### src/rtl/gray_area_package.sv
// Shared ECC definitions: Hamming sizing helpers and the scrubber state encoding.
// Latency: none (types and constant functions only).
// Backpressure: not applicable.
package gray_area_package;

  // Smallest number of Hamming check bits p with 2**p >= data bits + p + 1.
  function automatic int hamming_address_width(input int data_width);
    int p;
    p = 1;
    while ((1 << p) < data_width + p + 1) begin
      p = p + 1;
    end
    return p;
  endfunction

  // Payload + Hamming check bits + overall parity bit (bit 0).
  function automatic int coded_width(input int data_width);
    return data_width + hamming_address_width(data_width) + 1;
  endfunction

  typedef enum logic [2:0] {
    ST_IDLE,
    ST_WAIT,
    ST_READ,
    ST_RDWAIT,
    ST_CHECK,
    ST_WRITE
  } scrub_state_t;

endpackage

### src/rtl/hamming_decode.sv
// SECDED classifier: syndrome over positions 1..N, overall parity in bit 0.
// Latency: purely combinational.
// Backpressure: none; evaluates whatever word is presented.
module hamming_decode
  import gray_area_package::*;
#(
  parameter int DATA_WIDTH = 32
) (
  input  logic                                         rst_n,
  input  logic [coded_width(DATA_WIDTH)-1:0]           code_word,
  output logic [1:0]                                   num_errors,
  output logic [hamming_address_width(DATA_WIDTH)-1:0] fault_location
);

  localparam int P  = hamming_address_width(DATA_WIDTH);
  localparam int CW = coded_width(DATA_WIDTH);
  localparam logic [P-1:0] TOP_POS = P'(CW - 1);

  logic         unused_rst_n;
  logic [P-1:0] syndrome;
  logic         overall;

  assign unused_rst_n = rst_n;
  assign overall      = ^code_word;

  // Syndrome is the XOR of the positions of every set bit above the parity bit.
  always_comb begin
    syndrome = '0;
    for (int i = 1; i < CW; i++) begin
      if (code_word[i]) syndrome = syndrome ^ P'(i);
    end
  end

  // Odd overall parity means one flip (syndrome 0 = the parity bit itself);
  // even parity with a nonzero syndrome, or a syndrome past the word, means two.
  always_comb begin
    num_errors = 2'd0;
    if (overall) begin
      num_errors = (syndrome > TOP_POS) ? 2'd2 : 2'd1;
    end else if (syndrome != '0) begin
      num_errors = 2'd2;
    end
  end

  assign fault_location = syndrome;

endmodule

### src/rtl/ecc_scrub_controller.sv
// Background SECDED scrubber: read each word, rewrite single-bit fixes, count/flag double errors.
// Latency: READ(1) + RDWAIT(>=1) + CHECK(1) + WRITE(1 if corrected); SCRUB_INTERVAL idle cycles between words.
// Backpressure: req/addr/wdata held until mem_gnt_i; waits indefinitely for mem_rvalid_i. Option: ECC_SCRUB_ERR_LOG_EN.
module ecc_scrub_controller
  import gray_area_package::*;
#(
  parameter  int DATA_WIDTH     = 32,
  parameter  int DEPTH          = 256,
  parameter  int SCRUB_INTERVAL = 1024,
  parameter  int CNT_WIDTH      = 16,
  localparam int CODED_WIDTH    = coded_width(DATA_WIDTH),
  localparam int ADDR_BITS      = $clog2(DEPTH),
  localparam int LOC_BITS       = hamming_address_width(DATA_WIDTH)
) (
  input  logic                   clk,
  input  logic                   rst,
  input  logic                   enable_i,
  input  logic                   start_i,
  output logic                   mem_req_o,
  output logic                   mem_we_o,
  output logic [ADDR_BITS-1:0]   mem_addr_o,
  output logic [CODED_WIDTH-1:0] mem_wdata_o,
  input  logic                   mem_gnt_i,
  input  logic                   mem_rvalid_i,
  input  logic [CODED_WIDTH-1:0] mem_rdata_i,
  output logic                   mem_lock_o,
  output logic                   busy_o,
  output logic                   pass_done_o,
  output logic [CNT_WIDTH-1:0]   corr_cnt_o,
  output logic [CNT_WIDTH-1:0]   uncorr_cnt_o,
  output logic                   uncorr_irq_o,
`ifdef ECC_SCRUB_ERR_LOG_EN
  output logic [ADDR_BITS-1:0]   err_addr_o,
  output logic [LOC_BITS-1:0]    err_loc_o,
  output logic [1:0]             err_type_o,
  output logic                   err_valid_o,
`endif
  input  logic                   clr_cnt_i
);

  localparam int TW = (SCRUB_INTERVAL > 1) ? $clog2(SCRUB_INTERVAL) : 1;
  localparam logic [TW-1:0]        TIMER_LOAD = TW'(SCRUB_INTERVAL - 1);
  localparam logic [ADDR_BITS-1:0] ADDR_LAST  = ADDR_BITS'(DEPTH - 1);

  scrub_state_t           state_q, state_d;
  logic [TW-1:0]          timer_q, timer_d;
  logic [ADDR_BITS-1:0]   addr_q, addr_d;
  logic                   manual_q, manual_d;
  logic [CODED_WIDTH-1:0] rdata_q, wdata_q;
  logic [CNT_WIDTH-1:0]   corr_q, uncorr_q;
  logic                   irq_q, pass_done_q;
  logic                   rdata_ld, wdata_ld, corr_inc, uncorr_inc, pass_done_d, word_done;
  logic [1:0]             num_errors;
  logic [LOC_BITS-1:0]    fault_loc;

  hamming_decode #(.DATA_WIDTH(DATA_WIDTH)) u_decode (
    .rst_n         (~rst),
    .code_word     (rdata_q),
    .num_errors    (num_errors),
    .fault_location(fault_loc)
  );

  // State register and scrub-walk bookkeeping.
  always_ff @(posedge clk or posedge rst) begin
    if (rst) begin
      state_q  <= ST_IDLE;
      timer_q  <= '0;
      addr_q   <= '0;
      manual_q <= 1'b0;
    end else begin
      state_q  <= state_d;
      timer_q  <= timer_d;
      addr_q   <= addr_d;
      manual_q <= manual_d;
    end
  end

  // Next state; a finished word advances the pointer and picks READ/WAIT/IDLE.
  always_comb begin
    state_d     = state_q;
    timer_d     = timer_q;
    addr_d      = addr_q;
    manual_d    = manual_q | start_i;
    rdata_ld    = 1'b0;
    wdata_ld    = 1'b0;
    corr_inc    = 1'b0;
    uncorr_inc  = 1'b0;
    pass_done_d = 1'b0;
    word_done   = 1'b0;
    case (state_q)
      ST_IDLE: begin
        if (start_i) begin
          state_d = ST_READ;
        end else if (enable_i) begin
          state_d = ST_WAIT;
          timer_d = TIMER_LOAD;
        end
      end
      ST_WAIT: begin
        if (start_i)               state_d = ST_READ;
        else if (!enable_i)        state_d = ST_IDLE;
        else if (timer_q == '0)    state_d = ST_READ;
        else                       timer_d = timer_q - 1'b1;
      end
      ST_READ: begin
        if (mem_gnt_i) state_d = ST_RDWAIT;
      end
      ST_RDWAIT: begin
        if (mem_rvalid_i) begin
          rdata_ld = 1'b1;
          state_d  = ST_CHECK;
        end
      end
      ST_CHECK: begin
        case (num_errors)
          2'd1: begin
            wdata_ld = 1'b1;
            corr_inc = 1'b1;
            state_d  = ST_WRITE;
          end
          2'd2: begin
            uncorr_inc = 1'b1;
            word_done  = 1'b1;
          end
          default: word_done = 1'b1;
        endcase
      end
      ST_WRITE: begin
        if (mem_gnt_i) word_done = 1'b1;
      end
      default: state_d = ST_IDLE;
    endcase
    if (word_done) begin
      if (addr_q == ADDR_LAST) begin
        addr_d      = '0;
        pass_done_d = 1'b1;
        manual_d    = start_i;
      end else begin
        addr_d = addr_q + 1'b1;
      end
      if (manual_d) begin
        state_d = ST_READ;
      end else if (enable_i) begin
        state_d = ST_WAIT;
        timer_d = TIMER_LOAD;
      end else begin
        state_d = ST_IDLE;
      end
    end
  end

  // Read capture, corrected write data, saturating counters and event pulses.
  always_ff @(posedge clk or posedge rst) begin
    if (rst) begin
      rdata_q     <= '0;
      wdata_q     <= '0;
      corr_q      <= '0;
      uncorr_q    <= '0;
      irq_q       <= 1'b0;
      pass_done_q <= 1'b0;
    end else begin
      if (rdata_ld) rdata_q <= mem_rdata_i;
      if (wdata_ld) wdata_q <= rdata_q ^ (CODED_WIDTH'(1) << fault_loc);
      if (clr_cnt_i)                        corr_q <= '0;
      else if (corr_inc && corr_q != '1)    corr_q <= corr_q + 1'b1;
      if (clr_cnt_i)                        uncorr_q <= '0;
      else if (uncorr_inc && uncorr_q != '1) uncorr_q <= uncorr_q + 1'b1;
      irq_q       <= uncorr_inc;
      pass_done_q <= pass_done_d;
    end
  end

`ifdef ECC_SCRUB_ERR_LOG_EN
  // First error since reset/clear is logged and held until the next clear.
  always_ff @(posedge clk or posedge rst) begin
    if (rst) begin
      err_addr_o  <= '0;
      err_loc_o   <= '0;
      err_type_o  <= '0;
      err_valid_o <= 1'b0;
    end else if (clr_cnt_i) begin
      err_addr_o  <= '0;
      err_loc_o   <= '0;
      err_type_o  <= '0;
      err_valid_o <= 1'b0;
    end else if (state_q == ST_CHECK && num_errors != 2'd0 && !err_valid_o) begin
      err_addr_o  <= addr_q;
      err_loc_o   <= fault_loc;
      err_type_o  <= num_errors;
      err_valid_o <= 1'b1;
    end
  end
`endif

  assign mem_req_o    = (state_q == ST_READ) || (state_q == ST_WRITE);
  assign mem_we_o     = (state_q == ST_WRITE);
  assign mem_lock_o   = (state_q != ST_IDLE) && (state_q != ST_WAIT);
  assign busy_o       = (state_q != ST_IDLE) && (state_q != ST_WAIT);
  assign mem_addr_o   = addr_q;
  assign mem_wdata_o  = wdata_q;
  assign corr_cnt_o   = corr_q;
  assign uncorr_cnt_o = uncorr_q;
  assign uncorr_irq_o = irq_q;
  assign pass_done_o  = pass_done_q;

endmodule

### config.mk
export PLATFORM = sky130hd
export DESIGN_NAME = ecc_scrub_controller
export DESIGN_NICKNAME = d
export VERILOG_FILES = /design/src/rtl/gray_area_package.sv /design/src/rtl/hamming_decode.sv /design/src/rtl/ecc_scrub_controller.sv
export SDC_FILE = /design/constraint.sdc
export NUM_CORES = 1
export LEC_CHECK = 0
export BUFFER_PORTS_ARGS = -buffer_cell sky130_fd_sc_hd__buf_2
export CORE_MARGIN = 5
export CORE_UTILIZATION = 51
export CTS_CLUSTER_DIAMETER = 30
export CTS_CLUSTER_SIZE = 28
export DETAILED_ROUTE_END_ITERATION = 16
export GPL_ROUTABILITY_DRIVEN = 0
export PLACE_DENSITY_LB_ADDON = 0.08
export SYNTH_ARGS = -nofsm -noshare
export SYNTH_HDL_FRONTEND = slang
export SYNTH_SLANG_ARGS = --single-unit
export TNS_END_PERCENT = 100
### constraint.sdc
create_clock -name clk -period 4.1 [get_ports clk]
set_input_delay 0.41 -clock clk [delete_from_list [all_inputs] [get_ports clk]]
set_output_delay 0.41 -clock clk [all_outputs]
set_load 0.1 [all_outputs]
==> metrics list <==
- Vias after detailed routing: 5662
* Post-DP HPWL: 12300 um
- After synthesis, the netlist uses 60 different library cells.
- Setup total negative slack on the finished layout was measured at 0 ps.
* Combined area of the multi-input logic cells: between 3000 and 4000 um2
* Layout cells sized above 1: 0.272
* Clock root cell: sky130_fd_sc_hd__clkbuf_16
* Worst-Margin Slew: between 1000 and 1500 ps
- Floorplan core area: about 14000 um2
* Resized cells post-CTS: 0
* Fill cell instance count of the final layout: roughly 1200
- The synthesized netlist occupies a cell area of about 7300 um2.
* Total of warnings raised by yosys: 0
- Input and output buffers added on the ports amount to 130.
- RSZ-0062 raised after global routing: false
* Data required, critical path: about 4400 ps
* Net count of the finished layout: approximately 900
* Startpoint class of the critical path: flop
- In this run the worst path has a maximum fanout of 31.
- Post-route worst setup slack: ~540 ps
- The worst pin sits at a relative slew slack of 0.254.
* Most instantiated library cell after synthesis: sky130_fd_sc_hd__dfrtp_1
* Critical Path Slowest Stage Cell: sky130_fd_sc_hd__or4b_1
- In this run the cell area measured after placement is about 8100 um2.
- Setup violations remaining at the end of the flow were counted as 0.
- After technology mapping, the gate count stands at roughly 730.
- Registers take 3350 um2.
- Top-area cell type share of the netlist area: 0.457
- In this run, synthesis produced a sequential element count of roughly 130.
- Floorplan row count: 43
- Routed wire length: between 15000 and 20000 um
- Grouping stages by cell kind, the critical path spends the most delay in XOR/XNOR gates.
- Initial core utilization: 0.524
- # Post-CTS Setup Buffers: 0
- Post-synthesis sequential area ratio: 0.457
- Critical path cell sequence: xnor2_1 -> xnor3_2 -> xor2_1 -> xnor2_1 -> o211ai_2 -> or4b_1 -> o21ai_2 -> o31ai_1 -> a21oi_1
* Global-route wire length before repair: about 29000 um
- The floorplan step defined a die boundary enclosing roughly 17000 um2.
- 0 antenna diodes ended up in the layout.
- The floorplan step set the die height to about 130 um.
- The number of hold violations in the final report came to 0.
* CTS Buffer Depth: 2
- The clock drives ~130 sinks.
* HP Class: input port to asynchronous set/reset pin
- After synthesis, the most frequently instantiated cells are sky130_fd_sc_hd__dfrtp_1, sky130_fd_sc_hd__nor2_1, sky130_fd_sc_hd__xnor2_1.
- Width of the chip: around 130 um
- Summing all non-filler instances in the final layout gives an area of 8730 um2.
- Clock-pin slew was measured on the worst setup and hold paths at roughly 60 ps.
- After synthesis, the share of flip-flops with an asynchronous set or reset is 1.00.
* TritonCTS clock tree: done
- The final number of max-transition violations was 0.
- Final routed DRC violation total: 0
- Relative to the synthesized area, the layout overhead comes to 19.0%.
- Synthesized net count: slightly below 800
- Global Route Usage Sum: 0.217
* Max Cap Violations: 0
- H-tree depth: 4
- Result of the run: finished, final reports clean
- TritonCTS created 17 clock buffers.
* Final critical path time including I/O delays and setup: approximately 3600 ps
- Prior to clock tree synthesis, the placed netlist has a worst setup slack of about 550 ps.
- Top cell type by total area after synthesis: sky130_fd_sc_hd__dfrtp_1
- Yosys mapped a number of flops with a built-in enable equal to 0.
- Synth Flop Type: sky130_fd_sc_hd__dfrtp_1
* Via count of the first global-routing pass: about 5800
- Post-Synthesis Mean Instance Area: between 10 and 15 um2
* Maximum number of pins on one net before global-route repair: 69
- Across the routed clock network, the largest skew measured is 8.63 ps.
- The number of antenna violations at the first check in global routing is 0.
* Detail Route Antenna Nets: 0
- Most frequent cell on the critical path: sky130_fd_sc_hd__xnor2_1
* Io pins: 131
- Insertion delay of the later-clocked pin in the worst-skew pair: around 420 ps
- Dividing the detail-routed wire length by the instance count gives about 17 um.
- In the routed layout, each cell is associated on average with a via count of 5.44.
- The worst setup path is captured at a flop.
- Drt pass-1 iters: 4
* Worst stage delay on the critical path: between 500 and 600 ps
* DRC violation total after the first TritonRoute iteration: around 230
- Bufs and invs on worst path: 0
- At the worst endpoint, the arrival time is roughly 3900 ps.
* Part of the cycle the worst path needs: 0.868
- Biggest area contributors in the synthesized netlist: sky130_fd_sc_hd__dfrtp_1, sky130_fd_sc_hd__xnor2_1, sky130_fd_sc_hd__mux2_2, sky130_fd_sc_hd__nor2_1, sky130_fd_sc_hd__a21oi_1
- Hold repair after CTS inserted 0 buffers.
* FMAX: approximately 280 MHz
* Crit Path Class: flop to flop
- Total global routing overflow: 0
-- final timing paths --
path / startpoint / end / slack, ps / depth (start not counted)
setup / recovery: rdata_q[15] / uncorr_cnt_o[7] / 540 / 9
hold / removal: rst / timer_q[4] / 140 / 2
setup reg to reg: rdata_q[15] / uncorr_cnt_o[7] / 540 / 9
hold reg to reg: mem_addr_o[6] / mem_addr_o[6] / 500 / 1
max in group asynchronous: rst / mem_wdata_o[27] / 3110 / 3
min in group clk: mem_rdata_i[25] / rdata_q[25] / 220 / 2
-- layout make-up --
class	instances	area share
clock inverter	10	0.0165
multi-input combinational	550	0.434
timing repair buffer	134	0.0794
tap	180	0.0258
clock buffer	22	0.0555
sequential	134	0.384
inverter	10	0.00459
-- registers in the layout (all words and copies together), names as in the netlist --
name          cells
corr_cnt_o       16
manual_q          1
mem_addr_o        8
mem_wdata_o      39
pass_done_o       1
rdata_q          39
state_q           3
timer_q          10
uncorr_cnt_o     16
uncorr_irq_o      1
-- cell usage in the layout (no fill, tap or decap), types with 3 or more instances in the layout --
cell / instances
sky130_fd_sc_hd__nand3_1: 20
sky130_fd_sc_hd__xor2_1: 10
sky130_fd_sc_hd__nand4_1: 4
sky130_fd_sc_hd__or3_1: 6
sky130_fd_sc_hd__clkbuf_8: 4
sky130_fd_sc_hd__clkbuf_16: 17
sky130_fd_sc_hd__nand2_1: 44
sky130_fd_sc_hd__o21ai_0: 4
sky130_fd_sc_hd__nor4_1: 6
sky130_fd_sc_hd__or4_1: 13
sky130_fd_sc_hd__nor3_1: 20
sky130_fd_sc_hd__nor3b_1: 4
sky130_fd_sc_hd__buf_2: 130
sky130_fd_sc_hd__inv_1: 7
sky130_fd_sc_hd__nand2b_1: 8
sky130_fd_sc_hd__a21oi_1: 60
sky130_fd_sc_hd__mux2_2: 42
sky130_fd_sc_hd__ha_1: 4
sky130_fd_sc_hd__xnor2_2: 10
sky130_fd_sc_hd__o41ai_1: 4
sky130_fd_sc_hd__and2_1: 6
sky130_fd_sc_hd__dfrtp_1: 134
sky130_fd_sc_hd__xnor2_1: 102
sky130_fd_sc_hd__bufinv_16: 3
sky130_fd_sc_hd__o31ai_1: 16
sky130_fd_sc_hd__and3_1: 13
sky130_fd_sc_hd__mux2i_1: 3
sky130_fd_sc_hd__buf_4: 3
sky130_fd_sc_hd__clkinvlp_4: 3
sky130_fd_sc_hd__nor2_1: 102
sky130_fd_sc_hd__nor2b_1: 4
sky130_fd_sc_hd__o21ai_1: 11
-- cell families (layout without fill, tap and decap cells) --
kind of cell | count (synthesis) | in the layout | synth area share
adder cells (fa/ha/maj) | 4 | 4 | 0.00683
multiplexers | 45 | 45 | 0.0686
AND/OR/NAND/NOR | 262 | 262 | 0.173
buffers and inverters | 42 | 176 | 0.0273
AO/OA/AOI/OAI | 111 | 111 | 0.0927
XOR/XNOR | 128 | 128 | 0.175
flip-flops | 134 | 134 | 0.457
-- metrics by stage --
stage / hold WS, ps / utilization / std cells
after detailed placement: 487 / 0.579 / 1008
after floorplan: 473 / - / 726
after global placement: 478 / 0.579 / 1008
after global routing: 204 / 0.624 / 1040
after CTS: 183 / 0.624 / 1040
final: 144 / 0.624 / 1040
-- worst reg2reg max path, cell delays in order (launching register included) --
cell and delay [ps]:
sky130_fd_sc_hd__dfrtp_1 450, sky130_fd_sc_hd__xnor2_1 270, sky130_fd_sc_hd__xnor3_2 520, sky130_fd_sc_hd__xor2_1 210
sky130_fd_sc_hd__xnor2_1 420, sky130_fd_sc_hd__o211ai_2 220, sky130_fd_sc_hd__or4b_1 540, sky130_fd_sc_hd__o21ai_2 440
sky130_fd_sc_hd__o31ai_1 220, sky130_fd_sc_hd__a21oi_1 190
-- routing by layer --
| metal | up-vias | GRT usage | routed length (um) |
|---|---|---|---|
| met3 | 16 | 0.0532 | 987 |
| li1 | 2750 | - | - |
| met4 | 0 | 0.0746 | 214 |
| met5 | - | 0 | 0 |
| met2 | 129 | 0.343 | 8070 |
| met1 | 2767 | 0.293 | 8060 |
Power is left out: the tool's default activity adds up to more than one toggle a clock period on the data nets, which glitch-free logic cannot reach.
